$ cat src/rtl/pipe_ctrl_pkg.sv
// Shared encodings for the pipeline hazard controller: FSM states, latch bit
// positions and the enable/flush patterns the controller drives.
package pipe_ctrl_pkg;

   typedef enum logic [1:0] {
      ST_RUN      = 2'd0,
      ST_MEM_WAIT = 2'd1,
      ST_FLUSH    = 2'd2
   } state_t;

   localparam int STG_IF = 0;
   localparam int STG_ID = 1;
   localparam int STG_AD = 2;
   localparam int STG_EX = 3;
   localparam int NUM_STG = 4;

   // Width of the flush-remaining counter; enough for FLUSH_CYCLES up to 15.
   localparam int REM_W = 4;

   localparam logic [3:0] ENA_ALL     = 4'b1111;
   localparam logic [3:0] ENA_NONE    = 4'b0000;
   localparam logic [3:0] ENA_BACK    = 4'b1100;
   localparam logic [3:0] FLUSH_FRONT = 4'b0011;
   localparam logic [3:0] FLUSH_NONE  = 4'b0000;
   localparam logic [3:0] FLUSH_AD    = 4'b0100;
   localparam logic [3:0] FLUSH_ALL   = 4'b1111;

   function automatic logic [1:0] state_code(input state_t s);
      return 2'(s);
   endfunction

endpackage

$ cat src/rtl/sat_counter.sv
// Saturating up-counter used for the controller's performance statistics.
module sat_counter #(
   parameter int W = 16
) (
   input  logic         stg_clk,
   input  logic         reset,
   input  logic         inc,
   output logic [W-1:0] count
);

   logic [W-1:0] count_reg;

   always_ff @(posedge stg_clk) begin
      if (reset) begin
         count_reg <= '0;
      end else if (inc && (count_reg != '1)) begin
         count_reg <= count_reg + W'(1);
      end
   end

   assign count = count_reg;

endmodule

$ cat src/rtl/pipe_ctrl.sv
// Pipeline hazard controller: freezes on memory wait, bubbles on load-use and
// redirects fetch with a multi-cycle front-end flush on AD mispredicts.
module pipe_ctrl
   import pipe_ctrl_pkg::*;
#(
   parameter int PC_W         = 32,
   parameter int FLUSH_CYCLES = 2,
   parameter int CNT_W        = 16
) (
   input  logic             stg_clk,
   input  logic             reset,
   input  logic             ad_valid,
   input  logic             mispredict_ad,
   input  logic             taken_ad,
   input  logic [PC_W-1:0]  pc_target_ad,
   input  logic [PC_W-1:0]  pc_fallthrough_ad,
   input  logic             load_use,
   input  logic             mem_wait,
   output logic [3:0]       stg_ena,
   output logic [3:0]       flush,
   output logic             redirect_valid,
   output logic [PC_W-1:0]  redirect_pc,
   output logic [1:0]       state,
   output logic [CNT_W-1:0] stall_count,
   output logic [CNT_W-1:0] redirect_count
);

   localparam logic [REM_W-1:0] REM_INIT = REM_W'(FLUSH_CYCLES - 1);

   state_t            state_reg, state_next;
   logic [REM_W-1:0]  rem_reg, rem_next;
   logic [PC_W-1:0]   redirect_pc_reg;
   logic [PC_W-1:0]   redirect_target;
   logic [NUM_STG-1:0] stage_held;
   logic              stall_inc;

   assign redirect_target = taken_ad ? pc_target_ad : pc_fallthrough_ad;

   always_ff @(posedge stg_clk) begin
      if (reset) begin
         state_reg <= ST_RUN;
         rem_reg   <= '0;
      end else begin
         state_reg <= state_next;
         rem_reg   <= rem_next;
      end
   end

   always_comb begin
      state_next     = state_reg;
      rem_next       = rem_reg;
      stg_ena        = ENA_ALL;
      flush          = FLUSH_NONE;
      redirect_valid = 1'b0;

      case (state_reg)
         ST_RUN: begin
            if (mem_wait) begin
               stg_ena    = ENA_NONE;
               state_next = ST_MEM_WAIT;
            end else if (ad_valid && mispredict_ad) begin
               flush          = FLUSH_FRONT;
               redirect_valid = 1'b1;
               // The redirect cycle itself is the first of the flush cycles.
               if (FLUSH_CYCLES == 1) begin
                  state_next = ST_RUN;
                  rem_next   = '0;
               end else begin
                  state_next = ST_FLUSH;
                  rem_next   = REM_INIT;
               end
            end else if (load_use) begin
               stg_ena = ENA_BACK;
               flush   = FLUSH_AD;
            end
         end

         ST_MEM_WAIT: begin
            stg_ena = ENA_NONE;
            if (!mem_wait) begin
               state_next = ST_RUN;
            end
         end

         ST_FLUSH: begin
            if (mem_wait) begin
               stg_ena = ENA_NONE;
            end else begin
               flush = FLUSH_FRONT;
               if (rem_reg <= REM_W'(1)) begin
                  state_next = ST_RUN;
                  rem_next   = '0;
               end else begin
                  rem_next = rem_reg - REM_W'(1);
               end
            end
         end

         default: begin
            stg_ena    = ENA_NONE;
            state_next = ST_RUN;
            rem_next   = '0;
         end
      endcase

      // Reset overrides everything: freeze all latches and load bubbles.
      if (reset) begin
         stg_ena        = ENA_NONE;
         flush          = FLUSH_ALL;
         redirect_valid = 1'b0;
      end
   end

   always_ff @(posedge stg_clk) begin
      if (reset) begin
         redirect_pc_reg <= '0;
      end else if (redirect_valid) begin
         redirect_pc_reg <= redirect_target;
      end
   end

   // Fresh target is visible in the redirect cycle; the register holds it after.
   assign redirect_pc = redirect_valid ? redirect_target : redirect_pc_reg;
   assign state       = state_code(state_reg);

   for (genvar gi = 0; gi < NUM_STG; gi++) begin : g_held
      assign stage_held[gi] = ~stg_ena[gi] | flush[gi];
   end

   assign stall_inc = |stage_held;

   sat_counter #(.W(CNT_W)) u_stall_cnt (
      .stg_clk (stg_clk),
      .reset   (reset),
      .inc     (stall_inc),
      .count   (stall_count)
   );

   sat_counter #(.W(CNT_W)) u_redirect_cnt (
      .stg_clk (stg_clk),
      .reset   (reset),
      .inc     (redirect_valid),
      .count   (redirect_count)
   );

endmodule

$ cat config.mk
export PLATFORM = sky130hd
export DESIGN_NAME = pipe_ctrl
export DESIGN_NICKNAME = d
export VERILOG_FILES = /design/src/rtl/pipe_ctrl_pkg.sv /design/src/rtl/sat_counter.sv /design/src/rtl/pipe_ctrl.sv
export SDC_FILE = /design/constraint.sdc
export NUM_CORES = 1
export LEC_CHECK = 0
export CAP_MARGIN = 40
export CORE_ASPECT_RATIO = 1.1
export CORE_UTILIZATION = 47
export DETAILED_ROUTE_END_ITERATION = 6
export PLACE_DENSITY = 0.82
export SETUP_SLACK_MARGIN = 0.5
export SLEW_MARGIN = 20
export SYNTH_ARGS = -nofsm -noshare
export SYNTH_HDL_FRONTEND = slang
export SYNTH_HIERARCHICAL = 1
export SYNTH_SLANG_ARGS = --single-unit
$ cat constraint.sdc
create_clock -name stg_clk -period 3 [get_ports stg_clk]
set_clock_uncertainty 0.05 [all_clocks]
set_input_delay 0.6 -clock stg_clk [delete_from_list [all_inputs] [get_ports stg_clk]]
set_output_delay 0.6 -clock stg_clk [all_outputs]
set_load 0.1 [all_outputs]
==> impl_metrics.xml <==
<?xml version="1.0" encoding="UTF-8"?>
<metrics>
  <group name="critical_path">
    <metric name="critical_path_class" unit="">input pin to output pin</metric>
    <metric name="critical-path-slowest-cell" unit="">sky130_fd_sc_hd__a2111oi_4</metric>
    <metric name="critical_path.endpoint_type" unit="">output pin</metric>
    <metric name="critical-path-top-delay-family" unit="">buffers and inverters</metric>
    <metric name="reg_to_reg_setup_timing_slack" unit="ns">0.68</metric>
    <metric name="max_fanout_on_critical_path" unit="">9</metric>
    <metric name="worstPathBufferInverterCount" unit="">5</metric>
    <metric name="crit_chain" unit="">buf_6, buf_6, nand4bb_4, buf_6, buf_16, a2111oi_4, nor2_4, buf_12</metric>
    <metric name="arrival_time_of_data_at_the_critical_path_endpoint" unit="ns">2.01</metric>
    <metric name="critical_path_source_type" unit="">input pin</metric>
    <metric name="crit_required" unit="ns">2.35</metric>
    <metric name="worst_path_largest_cell_delay" unit="ns">0.32</metric>
    <metric name="path_common_cell" unit="">sky130_fd_sc_hd__buf_6</metric>
  </group>
  <group name="cts">
    <metric name="clk_pin_slew" unit="ns">0.08</metric>
    <metric name="number_of_h_tree_branching_levels" unit="">3</metric>
    <metric name="clk-insertion-delay-late" unit="ns">0.35</metric>
    <metric name="cts-hold-fix-buffers" unit="">0</metric>
    <metric name="cts_made_buffers" unit="">9</metric>
    <metric name="clock_sink_count" unit="">70</metric>
    <metric name="clock-root-buffer" unit="">sky130_fd_sc_hd__clkbuf_8</metric>
    <metric name="tritoncts" unit="">done</metric>
    <metric name="clock_tree.buffer_depth" unit="">2</metric>
  </group>
  <group name="floorplan">
    <metric name="initial_utilization" unit="%">48.2</metric>
    <metric name="coreArea" unit="µm²">9350</metric>
    <metric name="boundaryPins" unit="">146</metric>
    <metric name="dieWidth" unit="µm">95.4</metric>
    <metric name="fp.dieArea" unit="µm²">9990</metric>
    <metric name="placementRows" unit="">37</metric>
    <metric name="vertical_die_dimension" unit="µm">105</metric>
  </group>
  <group name="yosys">
    <metric name="post_synth_xor_area_fraction" unit="%">0.777</metric>
    <metric name="synth_largest_type_area_fraction" unit="%">31.1</metric>
    <metric name="synthAdderAreaFrac" unit="%">1.11</metric>
    <metric name="postSynthNetCount" unit="">551</metric>
    <metric name="synth_enable_flop_cells" unit="">0</metric>
    <metric name="post_synth_inst_count" unit="">476</metric>
    <metric name="postSynth.topFlopCell" unit="">sky130_fd_sc_hd__dfxtp_1</metric>
    <metric name="syn-mean-instance-area" unit="µm²">9.47</metric>
    <metric name="synth_top_family_by_area" unit="">compound AO/OA/AOI/OAI gates</metric>
    <metric name="synthesis.area" unit="µm²">4510</metric>
    <metric name="synth-async-reset-ratio" unit="%">0</metric>
    <metric name="ys_seq_area_share" unit="%">31.1</metric>
    <metric name="synthesis_warning_total" unit="">6</metric>
    <metric name="synth-compound-area-share" unit="%">30.2</metric>
    <metric name="synth.mux.area_fraction" unit="%">0.943</metric>
    <metric name="post-synth-top-area-cell" unit="">sky130_fd_sc_hd__dfxtp_1</metric>
    <metric name="yosys.cell_types.count" unit="">48</metric>
    <metric name="synthSimpleGateAreaFrac" unit="%">29.3</metric>
    <metric name="yosys_register_bits" unit="">70</metric>
    <metric name="post_synth_main_area_contributors" unit="">sky130_fd_sc_hd__dfxtp_1, sky130_fd_sc_hd__a2111oi_4, sky130_fd_sc_hd__a21oi_1</metric>
  </group>
  <group name="sta">
    <metric name="timing.max_slew.rel_slack" unit="%">45.3</metric>
    <metric name="finalHoldViolations" unit="">0</metric>
    <metric name="fin_crit_share" unit="%">88.5</metric>
    <metric name="worst_hold_slack" unit="ns">0.490</metric>
    <metric name="least_margin_pin_slew" unit="ns">0.814</metric>
    <metric name="final_max_slew_viol_count" unit="">0</metric>
    <metric name="maxClockFrequency" unit="MHz">377</metric>
    <metric name="timing.final.ws_setup" unit="ns">0.345</metric>
    <metric name="period_minus_slack" unit="ns">2.66</metric>
    <metric name="rsz0062_at_grt" unit="">yes</metric>
    <metric name="totalNegativeSetupSlack" unit="ns">0</metric>
    <metric name="setup_violating_endpoint_count_in_the_final_report" unit="">0</metric>
  </group>
  <group name="run_status">
    <metric name="outcome" unit="">finished, final reports clean</metric>
  </group>
  <group name="global_routing">
    <metric name="grt_antenna_before_repair" unit="">0</metric>
    <metric name="vias_in_the_first_global_route" unit="">4732</metric>
    <metric name="globalRoute.totalOverflow" unit="">0</metric>
    <metric name="global_route_usage_sum" unit="%">32.3</metric>
    <metric name="grt_first_pass_wirelength" unit="µm">25000</metric>
    <metric name="largest_net_degree_at_the_start_of_global_routing" unit="">46</metric>
  </group>
  <group name="detailed_routing">
    <metric name="drt_wl_total" unit="µm">16600</metric>
    <metric name="iteration_0_drc_count_of_the_detailed_router" unit="">210</metric>
    <metric name="vias" unit="">4727</metric>
    <metric name="drtAntennaViolNets" unit="">0</metric>
    <metric name="detail_route.drc_violations" unit="">0</metric>
    <metric name="firstDrtPassIters" unit="">4</metric>
    <metric name="routed_via_density" unit="">5.98</metric>
    <metric name="post_drt_wl_per_cell" unit="µm">21.0</metric>
  </group>
  <group name="power">
    <metric name="leakagePower" unit="nW">2.73</metric>
    <metric name="overall_power_after_layout" unit="W">0.00282</metric>
    <metric name="vdd.ir_drop.worst" unit="V">0.000196</metric>
    <metric name="cellPowerDensity" unit="nW/µm²">351</metric>
  </group>
  <group name="finish">
    <metric name="antennaDiodeCount" unit="">0</metric>
    <metric name="area_growth_syn_to_layout" unit="%">78.1</metric>
    <metric name="most-common-layout-cells" unit="">sky130_fd_sc_hd__buf_4, sky130_fd_sc_hd__dfxtp_1, sky130_fd_sc_hd__clkdlybuf4s50_1, sky130_fd_sc_hd__buf_12, sky130_fd_sc_hd__nor2_4</metric>
    <metric name="layout.cells.most_common" unit="">sky130_fd_sc_hd__buf_4</metric>
    <metric name="final_nets" unit="">744</metric>
    <metric name="post_route_cells_drive_above_1_share" unit="%">45.7</metric>
    <metric name="layout.cells.non_filler" unit="">791</metric>
    <metric name="filler_cells_inserted" unit="">457</metric>
    <metric name="max_reg_flops" unit="">32</metric>
  </group>
  <group name="placed_design">
    <metric name="hpwl_reported_at_the_end_of_detailed_placement" unit="µm">9350</metric>
    <metric name="placement.setup.worst_slack" unit="ns">-0.0579</metric>
    <metric name="place.gp.congestion" unit="">0.813</metric>
    <metric name="post-place-cells" unit="">732</metric>
    <metric name="portBuffers" unit="">145</metric>
  </group>
  <group name="flow_run">
    <metric name="cap_viol_max_count" unit="">0</metric>
  </group>
  <group name="worst_hold_path">
    <metric name="hold_path.class" unit="">flip-flop to flip-flop</metric>
  </group>
</metrics>
## logic make-up after synthesis
| family | count (synthesis) |
|---|---|
| xor+xnor | 4 |
| mux | 4 |
| simple gates | 218 |
| flops | 70 |
| fa+ha+maj | 4 |
| buf+inv | 51 |
| compound gates | 125 |
## worst paths after layout
check,from,end,cells past startpoint
max,mem_wait,redirect_pc[21],8
min reg2reg,u_stall_cnt/count[9],u_stall_cnt/count[9],2
min,u_stall_cnt/count[9],u_stall_cnt/count[9],2
max reg2reg,state[0],u_redirect_cnt/count[6],9
## final cells by class
type                            instances  area, µm²  area share [%]
Clock inverter                          5       78.8           0.982
Sequential cell                        70       1410            17.5
Inverter                               11       41.3           0.514
Multi-Input combinational cell        355       3550            44.2
Clock buffer                           11        163            2.03
Tap cell                              117        146            1.82
Timing Repair Buffer                  222       2640            32.9
## stage by stage
step                      cell area [µm²]  util (%)
after floorplan                      5220         -
after global placement               7170      76.7
after detailed placement             7200      77.0
after CTS                            7950      85.0
after global routing                 8030      85.9
final                                8030      85.9
## power by group
group	switching [W]	internal (W)
registers	0.0000221	0.000948
clock network	0.000377	0.000540
logic	0.000563	0.000371
total	0.000962	0.00186
## what timing repair did
item,4_1_cts,5_1_grt
gates resized for setup,35,7
gates cloned,5,0
pin swaps,61,9
endpoints found under the setup margin,46,35
buffers inserted,31,7
hold endpoints to repair,0,0
## worst min-delay path, cell delays in order (launching register included)
cell	delay (ns)
sky130_fd_sc_hd__dfxtp_1	0.35
sky130_fd_sc_hd__o31ai_1	0.08
sky130_fd_sc_hd__a21oi_1	0.06
## routing by layer
layer | part of all wire [%] | up-vias | track usage (%)
met5 | 0 | - | 0
met4 | 3.8 | 0 | 14.9
met1 | 38 | 2278 | 37.6
met3 | 7.4 | 42 | 6.62
li1 | - | 2192 | -
met2 | 51 | 215 | 55.8
## cells in the mapped netlist (2+ instances only)
master                      number
sky130_fd_sc_hd__o311ai_0        5
sky130_fd_sc_hd__nor3_1         32
sky130_fd_sc_hd__or3_1           7
sky130_fd_sc_hd__buf_6          10
sky130_fd_sc_hd__buf_2          11
sky130_fd_sc_hd__nor4_4          2
sky130_fd_sc_hd__nor2b_1        33
sky130_fd_sc_hd__or4_1          14
sky130_fd_sc_hd__nor2_1         50
sky130_fd_sc_hd__nor3_2         10
sky130_fd_sc_hd__nor4_1          5
sky130_fd_sc_hd__nand2_2         2
sky130_fd_sc_hd__o21ai_0         8
sky130_fd_sc_hd__nor4bb_1        3
sky130_fd_sc_hd__o2111ai_1       2
sky130_fd_sc_hd__mux2i_1         2
sky130_fd_sc_hd__a31oi_1         2
sky130_fd_sc_hd__and3_1          2
sky130_fd_sc_hd__nand4_1         7
sky130_fd_sc_hd__and4_1          6
sky130_fd_sc_hd__o21a_1          2
sky130_fd_sc_hd__a2111oi_0       5
sky130_fd_sc_hd__clkbuf_1       13
sky130_fd_sc_hd__ha_1            4
sky130_fd_sc_hd__nand4_4         2
sky130_fd_sc_hd__nand3_1        15
sky130_fd_sc_hd__o41ai_1         3
sky130_fd_sc_hd__o31ai_1        13
sky130_fd_sc_hd__nand2_1        14
sky130_fd_sc_hd__inv_1          11
sky130_fd_sc_hd__nand3b_1        3
sky130_fd_sc_hd__a2111oi_4      28
sky130_fd_sc_hd__dfxtp_1        70
sky130_fd_sc_hd__buf_4           4
sky130_fd_sc_hd__o211ai_1        2
sky130_fd_sc_hd__buf_1           2
sky130_fd_sc_hd__a21oi_1        53
sky130_fd_sc_hd__mux2_2          2
sky130_fd_sc_hd__xnor2_1         4
sky130_fd_sc_hd__and2b_1         5
Note: power is estimated with default switching activity, not from simulation.
